==> config.mk <==
export PLATFORM = sky130hd
export DESIGN_NAME = cordic_atan
export DESIGN_NICKNAME = d
export VERILOG_FILES = /design/src/rtl/cordic_atan.sv
export SDC_FILE = /design/constraint.sdc
export NUM_CORES = 1
export LEC_CHECK = 0
export BUFFER_PORTS_ARGS = -buffer_cell sky130_fd_sc_hd__buf_2
export CAP_MARGIN = 20
export CELL_PAD_IN_SITES_DETAIL_PLACEMENT = 2
export CELL_PAD_IN_SITES_GLOBAL_PLACEMENT = 2
export CORE_MARGIN = 2
export CORE_UTILIZATION = 29
export CTS_CLUSTER_SIZE = 10
export DETAILED_ROUTE_END_ITERATION = 8
export PLACE_DENSITY = 0.7
export SLEW_MARGIN = 20
export SYNTH_ARGS = -nofsm -noshare
export SYNTH_HDL_FRONTEND = slang
export SYNTH_SLANG_ARGS = --single-unit
==> constraint.sdc <==
create_clock -name clk -period 7.2 [get_ports clk]
set_clock_uncertainty 0.05 [all_clocks]
set_input_delay 1.44 -clock clk [delete_from_list [all_inputs] [get_ports clk]]
set_output_delay 1.44 -clock clk [all_outputs]
set_load 0.05 [all_outputs]
==> src/rtl/cordic_atan.sv <==
// cordic_atan: multicycle vectoring-mode CORDIC computing atan2(y, x) in
// radians from two float32 operands; the result is a float32 in (-pi, pi].
//
// Optional feature macro: CORDIC_ATAN_NAN_EN
//   defined   : a NaN operand, or both operands infinite, yields 0x7FC00000.
//   undefined : exponent 255 is an ordinary exponent; no NaN is produced.
//
// Ports:
//   clk     rising-edge clock
//   reset   synchronous, active-high reset
//   start   request, sampled only while idle
//   x, y    float32 abscissa / ordinate, captured on an accepted start
//   result  float32 angle, valid from the done cycle, held until next done
//   done    one-cycle completion pulse
//   busy    high from accepted start through done, inclusive
module cordic_atan #(
    parameter int unsigned ITER = 24,
    parameter int unsigned W    = 28
) (
    input  logic        clk,
    input  logic        reset,
    input  logic        start,
    input  logic [31:0] x,
    input  logic [31:0] y,
    output logic [31:0] result,
    output logic        done,
    output logic        busy
);

    localparam int unsigned CW  = 5;       // iteration counter width (ITER <= 28)
    localparam int unsigned LSH = W - 26;  // places the hidden one 2 bits below the sign
    localparam logic signed [31:0] HALF_PI = 32'sh3243F6A9;  // pi/2 in Q3.29
    localparam logic [31:0] QNAN = 32'h7FC00000;

    typedef enum logic [1:0] {
        S_IDLE,
        S_ALIGN,
        S_ITER,
        S_PACK
    } state_t;

    state_t               state;
    logic [31:0]          xin;
    logic [31:0]          yin;
    logic signed [W-1:0]  xr;
    logic signed [W-1:0]  yr;
    logic signed [31:0]   zr;
    logic [CW-1:0]        cnt;
    logic                 zero_f;
    logic                 nan_f;

    // atan(2^-i) in Q3.29, rounded to nearest
    function automatic logic signed [31:0] atan_lut(input logic [CW-1:0] i);
        logic signed [31:0] v;
        case (i)
            5'd0:    v = 32'sd421657428;
            5'd1:    v = 32'sd248918915;
            5'd2:    v = 32'sd131521918;
            5'd3:    v = 32'sd66762579;
            5'd4:    v = 32'sd33510843;
            5'd5:    v = 32'sd16771758;
            5'd6:    v = 32'sd8387925;
            5'd7:    v = 32'sd4194219;
            5'd8:    v = 32'sd2097141;
            5'd9:    v = 32'sd1048575;
            5'd10:   v = 32'sd524288;
            5'd11:   v = 32'sd262144;
            5'd12:   v = 32'sd131072;
            5'd13:   v = 32'sd65536;
            5'd14:   v = 32'sd32768;
            5'd15:   v = 32'sd16384;
            5'd16:   v = 32'sd8192;
            5'd17:   v = 32'sd4096;
            5'd18:   v = 32'sd2048;
            5'd19:   v = 32'sd1024;
            5'd20:   v = 32'sd512;
            5'd21:   v = 32'sd256;
            5'd22:   v = 32'sd128;
            5'd23:   v = 32'sd64;
            5'd24:   v = 32'sd32;
            5'd25:   v = 32'sd16;
            5'd26:   v = 32'sd8;
            5'd27:   v = 32'sd4;
            default: v = 32'sd0;
        endcase
        return v;
    endfunction

    // Unpack both operands and align them to the larger exponent
    logic [7:0]          ex, ey, emax, dx, dy;
    logic [W-1:0]        mx_w, my_w, ax, ay;
    logic signed [W-1:0] sx, sy;
    logic                nan_c;

    always_comb begin
        ex   = xin[30:23];
        ey   = yin[30:23];
        mx_w = (ex == 8'd0) ? '0 : (W'({1'b1, xin[22:0]}) << LSH);
        my_w = (ey == 8'd0) ? '0 : (W'({1'b1, yin[22:0]}) << LSH);
        emax = (ex > ey) ? ex : ey;
        dx   = emax - ex;
        dy   = emax - ey;
        ax   = (32'(dx) >= W) ? '0 : (mx_w >> dx);
        ay   = (32'(dy) >= W) ? '0 : (my_w >> dy);
        sx   = xin[31] ? -$signed(ax) : $signed(ax);
        sy   = yin[31] ? -$signed(ay) : $signed(ay);
`ifdef CORDIC_ATAN_NAN_EN
        nan_c = ((ex == 8'hFF) && (xin[22:0] != 23'd0)) ||
                ((ey == 8'hFF) && (yin[22:0] != 23'd0)) ||
                ((ex == 8'hFF) && (ey == 8'hFF) &&
                 (xin[22:0] == 23'd0) && (yin[22:0] == 23'd0));
`else
        nan_c = 1'b0;
`endif
    end

    // One micro-rotation: drive y toward zero, accumulating the angle in z
    logic signed [W-1:0] xs, ys, x_n, y_n;
    logic signed [31:0]  z_n;

    always_comb begin
        xs = xr >>> cnt;
        ys = yr >>> cnt;
        if (!yr[W-1]) begin
            x_n = xr + ys;
            y_n = yr - xs;
            z_n = zr + atan_lut(cnt);
        end else begin
            x_n = xr - ys;
            y_n = yr + xs;
            z_n = zr - atan_lut(cnt);
        end
    end

    // Convert Q3.29 z to float32 with a truncated mantissa
    logic [31:0] mag;
    logic [4:0]  p;
    logic [22:0] mant;
    logic [31:0] pack_c;

    always_comb begin
        mag = zr[31] ? 32'(-zr) : 32'(zr);
        p   = 5'd0;
        for (int i = 0; i < 32; i++) begin
            if (mag[i]) p = 5'(i);
        end
        mant = 23'((mag << (5'd31 - p)) >> 8);
        if (nan_f)
            pack_c = QNAN;
        else if (zero_f || (mag == 32'd0))
            pack_c = 32'h0000_0000;
        else
            pack_c = {zr[31], 8'(8'd98 + {3'b000, p}), mant};
    end

    // Control FSM and datapath registers
    always_ff @(posedge clk) begin
        if (reset) begin
            state  <= S_IDLE;
            result <= 32'h0000_0000;
            done   <= 1'b0;
            busy   <= 1'b0;
            xin    <= '0;
            yin    <= '0;
            xr     <= '0;
            yr     <= '0;
            zr     <= '0;
            cnt    <= '0;
            zero_f <= 1'b0;
            nan_f  <= 1'b0;
        end else begin
            done <= 1'b0;
            case (state)
                S_IDLE: begin
                    busy <= start;
                    if (start) begin
                        xin   <= x;
                        yin   <= y;
                        state <= S_ALIGN;
                    end
                end
                S_ALIGN: begin
                    zero_f <= (ex == 8'd0) && (ey == 8'd0);
                    nan_f  <= nan_c;
                    cnt    <= '0;
                    // Pre-rotate left-half-plane vectors into the right half
                    if (sx[W-1] && !sy[W-1]) begin
                        xr <= sy;
                        yr <= -sx;
                        zr <= HALF_PI;
                    end else if (sx[W-1] && sy[W-1]) begin
                        xr <= -sy;
                        yr <= sx;
                        zr <= -HALF_PI;
                    end else begin
                        xr <= sx;
                        yr <= sy;
                        zr <= 32'sd0;
                    end
                    state <= S_ITER;
                end
                S_ITER: begin
                    xr  <= x_n;
                    yr  <= y_n;
                    zr  <= z_n;
                    cnt <= cnt + 1'b1;
                    if (cnt == CW'(ITER - 1)) state <= S_PACK;
                end
                S_PACK: begin
                    result <= pack_c;
                    done   <= 1'b1;
                    state  <= S_IDLE;
                end
                default: state <= S_IDLE;
            endcase
        end
    end

endmodule

== Yosys cells after proc, flatten, opt, wreduce, memory -nomap -nowiden ==
Memory sizes are Yosys's and may differ from the RTL's. A register that Yosys moved wholly into a read port is not among the register bits.
Cells that the tools add are included.

* Bits in registers: 194
* Bits in latches: 0
* Bits in writable memories: 0
* Memory bits (read-only): 1,856
* Input bits: 67
* Output and inout port bits: 34
* Logic and storage cells: 118
* Memories kept: 2

{| class="wikitable"
|+ Memories
! name !! words !! width !! rd ports !! clocked after memory_dff !! wr ports !! line !! text
|-
| (no name shown) || 32 || 29 || 1 || 1 || 0 || 55 || <nowiki>case (i)</nowiki>
|-
| (no name shown) || 32 || 29 || 1 || 1 || 0 || 55 ||
|}

* $add $sub $neg: 16
* Multiply operators: 0
* Div/mod/pow operators: 0
* Order comparisons: 3
* Equal/unequal tests: 6
* Shift-type cells: 5
* Multiplexer cells: 63
* Bitwise gates (word level): 0
* Reductions and logical operators: 12

{| class="wikitable"
|+ Operators by type and width
! kind !! number
|-
| 28-bit 2-to-1 mux || 10
|-
| 32-bit 2-to-1 mux || 7
|-
| 5-bit 2-to-1 mux || 34
|-
| 28-bit negation || 4
|-
| 28-bit case mux with 2 select lines || 2
|-
| 32-bit case mux with 2 select lines || 1
|-
| 28-bit adder || 2
|-
| 26-bit by 8-bit right shift with 28-bit output || 2
|-
| 28-bit by 5-bit >>> shifter with 28-bit output || 2
|-
| 28-bit subtractor || 2
|-
| 26-bit 2-to-1 mux || 2
|-
| 32-bit adder || 1
|-
| 32-bit logical NOT || 1
|-
| 32-bit negation || 1
|-
| 32-bit by 5-bit left shift with 31-bit output || 1
|-
| 32-bit subtractor || 1
|-
| 8-bit by 5-bit greater-or-equal comparator with 1-bit output, second input constant || 2
|-
| 8-bit logical NOT || 2
|-
| 8-bit subtractor || 2
|-
| 5-bit case mux with 2 select lines || 1
|-
| 7-bit by 5-bit adder with 8-bit output, first input constant || 1
|-
| 8-bit > comparator || 1
|-
| 8-bit 2-to-1 mux || 1
|-
| 2-bit case mux with 4 select lines || 1
|-
| other kinds (14) || 21
|}

== Longest topological paths before layout ==
* Word-level depth: 36
* Gate-level depth with buffers: 33
* Depth with buffers taken out: 29

== Worst setup path before layout ==
Ideal clock, no wire load.

* Path type: flip-flop to flip-flop
* Start: register yin[24]
* End: register xr[18]
* Setup time: 128 ps
* Arrival time: 6,692 ps
* Data required time: 7,022 ps
* Slack: 330 ps
* Stages on the path, launching flop included: 31
* Path buffers: 5
* Period minus slack after synthesis: 6,870 ps
* Cell sequence: dfxtp_1 > inv_1 > ha_1 > nor2b_1 > o211ai_1 > a21oi_1 > o21ai_0 > clkbuf_1 > a21oi_1 > ha_1 > fa_1 > buf_4 > buf_2 > buf_1 > mux4_1 > mux2i_1 > o211a_1 > nor2_1 > a21oi_1 > ha_1 > o21ai_0 > nand4b_2 > nor4_4 > a2111o_1 > nand2_1 > nor4_2 > buf_2 > a41oi_2 > xnor2_1 > a221oi_1 > nor2_1

* Longest elaborated chain between the ends: 11
* Elaborated cells between the ends (all ways): 23
* Classes of those cells: add/sub: 5; order compare: 3; shift: 2; mux: 9; reduce/logical: 4

{| class="wikitable"
|+ RTL lines
! what !! line !! text
|-
| start: declaration || 44 || <nowiki>logic [31:0] yin;</nowiki>
|-
| start signal: assignment || 178 || <nowiki>yin <= y;</nowiki>
|-
| 8-bit > comparator || 100 || <nowiki>emax = (ex > ey) ? ex : ey;</nowiki>
|-
| 8-bit 2-to-1 mux || 100 ||
|-
| 8-bit subtractor (on tied branches) || 102, 101 ||
|-
| 26-bit by 8-bit right shift with 28-bit output, or another cell as far along || 104 || <nowiki>ay = (32'(dy) >= W) ? '0 : (my_w >> dy);</nowiki>
|-
| 28-bit 2-to-1 mux (on tied branches) || 104, 103 ||
|-
| 28-bit negation (on tied branches) || 106, 105 ||
|-
| 28-bit 2-to-1 mux (on tied branches) || 106, 105 ||
|-
| 28-bit negation, or another cell as far along || 192 || <nowiki>xr <= -sy;</nowiki>
|-
| 28-bit 2-to-1 mux / 1-bit logical AND (equally long branches) || 191, 187 ||
|-
| 28-bit 2-to-1 mux * || 187 || <nowiki>if (sx[W-1] && !sy[W-1]) begin</nowiki>
|-
| 28-bit case mux with 2 select lines * || 173 || <nowiki>case (state)</nowiki>
|-
| end signal: assignment || 188 || <nowiki>xr <= sy;</nowiki>
|-
| end signal: assignment || 192 ||
|-
| end signal: assignment || 203 || <nowiki>xr <= x_n;</nowiki>
|-
| end: declaration || 45 || <nowiki>logic signed [W-1:0] xr;</nowiki>
|}

Every way passes the cells marked *; elsewhere a longest branch is shown, timed or not.
A chain may end at the register's enable or synchronous reset.

== Worst setup path after layout ==
* Start: register yin[24]
* End: register yr[23]

* Longest elaborated chain between the ends: 11
* Elaborated cells between the ends (all ways): 23
* Classes of those cells: add/sub: 5; order compare: 3; shift: 2; mux: 9; reduce/logical: 4

{| class="wikitable"
|+ RTL lines
! what !! line !! text
|-
| parallel branches: the longest is 9 deep, another holds 28-bit negation || -- ||
|-
| 28-bit 2-to-1 mux * || 187 ||
|-
| 28-bit case mux with 2 select lines * || 173 ||
|-
| end signal: assignment || 189 || <nowiki>yr <= -sx;</nowiki>
|-
| end signal: assignment || 197 || <nowiki>yr <= sy;</nowiki>
|-
| end signal: assignment || 204 || <nowiki>yr <= y_n;</nowiki>
|-
| end: declaration || 46 || <nowiki>logic signed [W-1:0] yr;</nowiki>
|}

Every way passes the cells marked *.

==> run summary <==
Synth top area cells -> dfxtp_1 (16%), nand2_1 (7.0%), mux4_2 (6.2%), a21oi_1 (6.2%), ha_1 (5.9%)
Top cells by count, synth -> nand2_1 (508), nor2_1 (365), a21oi_1 (341), dfxtp_1 (223), o21ai_0 (204)
CTS tree -> yes
Clock sink count -> 223
Worst skew pair latency -> 0.63 ns
Synth Warn # -> 0
Number of synthesized flops with an enable pin -> 0
Share of cells above drive strength 1 -> 16.06%
Post-layout min period -> 7.124 ns
Most frequent CP cell -> ha_1
Post-Route WL -> 120900 µm
Netlist Area Pre-Place -> 27420 µm²
Hold buffer count at cts -> 0
Syn Nets -> 3917
Largest net degree at the start of global routing -> 69
Area of the core -> 93470 µm²
Final #Nets -> 3996
Antenna cells -> 0
Final HPWL DP -> 94480 µm
Slowest CP cell -> mux4_2
Count leader, synth -> nand2_1
Crit path largest cell delay -> 0.50 ns
Yosys cell types -> 123
R2r setup slk -> 0.08 ns
Startpoint Class -> flip-flop
Initial antenna violation count -> 2
Final setup violation count -> 0
Count of final hold-check violations -> 0
Register bit total from synthesis -> 223
Area growth, synth to finish -> 14.64%
Syn Inst Count -> 3715
GRT overflow -> 0
Post-synth top area share -> 16.28%
Cell taking the most area after synthesis -> dfxtp_1
Rel. slew slack -> 27.58%
Worst Hold Class -> reg2reg
# IOs -> 101
Hold_sp -> result[22]
Port bufs -> 100
Worst EP arrival -> 7.58 ns
Final slew viol count -> 0
Most used DFF post-synth -> dfxtp_1
CTS max path bufs -> 3
Critical-path maximum fanout -> 14
R2R Path End -> yr[23]
RSZ-0062 raised after global routing -> true
Die Ht -> 311.5 µm
Syn avg cell area -> 7.381 µm²
Vias/cell -> 5.829
Pre-antenna DRT Iters -> 5
Worst Path Required -> 7.65 ns
Via count -> 29526
CP endpoint kind -> flip-flop
Clock Root Buffer -> clkbuf_16
Hold path cells -> 2
Final GP Congestion -> 0.9189
Path type of the worst setup path -> reg2reg
Period utilization -> 98.94%
Clock buffer count from CTS -> 30
Hold EP -> result[22]
Least-Margin Pin Slew -> 1.082 ns
Total track usage -> 23.88%
Clock transition at path regs -> 0.07 ns
Die area -> 97030 µm²
Max cap viols -> 0
Die Wd -> 311.5 µm
Vias in the first global route -> 30575
Post-DP Area -> 29790 µm²
Post-synthesis sequential area ratio -> 16.28%
# rows -> 112
Starting Density -> 29.34%
DRC -> 0
Final Cell Area -> 31440 µm²
Synth async-reset ratio -> 0%
H-tree depth -> 1
Outcome -> completed
Reg2reg start -> yin[24]
First-pass GRT wire length -> 186500 µm
FMAX -> 0.1404 GHz
1st-iter DRT viols -> 1967
Final antenna-violating net count -> 0
Wire per inst -> 23.88 µm
R2R depth -> 29
==> worst max-delay path, delay by kind of cell (launching register included) <==
| kind | cells | cell delay (ns) |
|---|---|---|
| compound gates | 8 | 1.46 |
| mux | 5 | 1.41 |
| simple gates | 7 | 1.64 |
| flops | 1 | 0.33 |
| fa+ha+maj | 4 | 1.26 |
| buf+inv | 4 | 0.57 |
| xor+xnor | 1 | 0.29 |
==> area by class of cell <==
class,instances,area [µm²]
well taps,1254,1569
clock buffers,38,800.8
clock inverters,11,136.4
inverters,96,360.3
repair buffers,280,1938
flip-flops and latches,223,4476
fillers,10992,62030
multi-input cells,3163,22160
==> what timing repair did <==
action	CTS	global route
pin swaps	1	21
buffers inserted	3	27
setup endpoints to repair	3	55
endpoints found under the hold margin	0	0
gates resized for setup	5	84
==> cell families (layout without fill, tap and decap cells) <==
family	after synthesis	in the layout	synth area share (%)
simple gates	1391	1391	23.57
compound gates	1115	1115	27.01
buf+inv	329	425	4.850
xor+xnor	261	261	8.514
mux	261	261	13.48
flops	223	223	16.28
fa+ha+maj	135	135	6.297
==> layer usage <==
layer | vias up | GRT usage [%] | share of wire [%]
met4 | 2 | 5.984 | 2.9
li1 | 13863 | - | -
met5 | - | 0 | 0.011
met3 | 146 | 1.824 | 3.6
met1 | 14950 | 32.77 | 46
met2 | 565 | 40.36 | 47
==> how the worst max path moves through the flow <==
| stage | from | end | slack [ns] | cells past startpoint |
|---|---|---|---|---|
| 6_report | yin[24] | yr[23] | 0.08 | 29 |
| 3_3_place_gp | yin[24] | yr[23] | 0.08 | 26 |
| 5_1_grt | yin[24] | yr[23] | -0.27 | 30 |
| 4_1_cts | yin[24] | xr[23] | 0.006 | 29 |
| 3_5_place_dp | yin[24] | yr[23] | -0.07 | 28 |
| 2_1_floorplan | yin[24] | xr[18] | 0.33 | 30 |
==> stage by stage <==
step           setup TNS [ns]  hold slack, ns  cells  utilization [%]  worst slack [ns]
2_1_floorplan               0          0.3965   3715                -            0.3303
6_report                    0          0.4002   5065            33.63           0.07614
3_3_place_gp                0          0.3884   4986            31.86           0.07918
3_5_place_dp         -0.06955          0.4011   4986            31.87          -0.06955
5_1_grt               -0.6128          0.4440   5065            33.63           -0.2725
4_1_cts                     0          0.4102   5038            32.92          0.005861
==> cells in the final DEF (no fill, tap or decap), drive strengths merged, types with 22 or more instances in the layout <==
cell    Yosys  layout
a211oi     57      57
a21o       26      26
a21oi     342     342
a22oi      23      23
a31oi      55      55
and2       38      38
and3       32      32
buf        75     279
clkbuf    158      38
dfxtp     223     223
ha        130     130
inv        91      92
mux2       52      52
mux2i     131     131
mux4       78      78
nand2     508     508
nand2b     40      40
nand3      86      86
nand4      26      26
nor2      367     367
nor2b      33      33
nor3      128     128
nor4       29      29
o211ai     43      43
o21a       38      38
o21ai     227     227
o22ai      23      23
o31ai      31      31
o41ai      24      24
or2        22      22
or3        41      41
xnor2     181     181
xor2       80      80
Power is left out: the tool's default activity adds up to more than one toggle a clock period on the data nets, which glitch-free logic cannot reach.
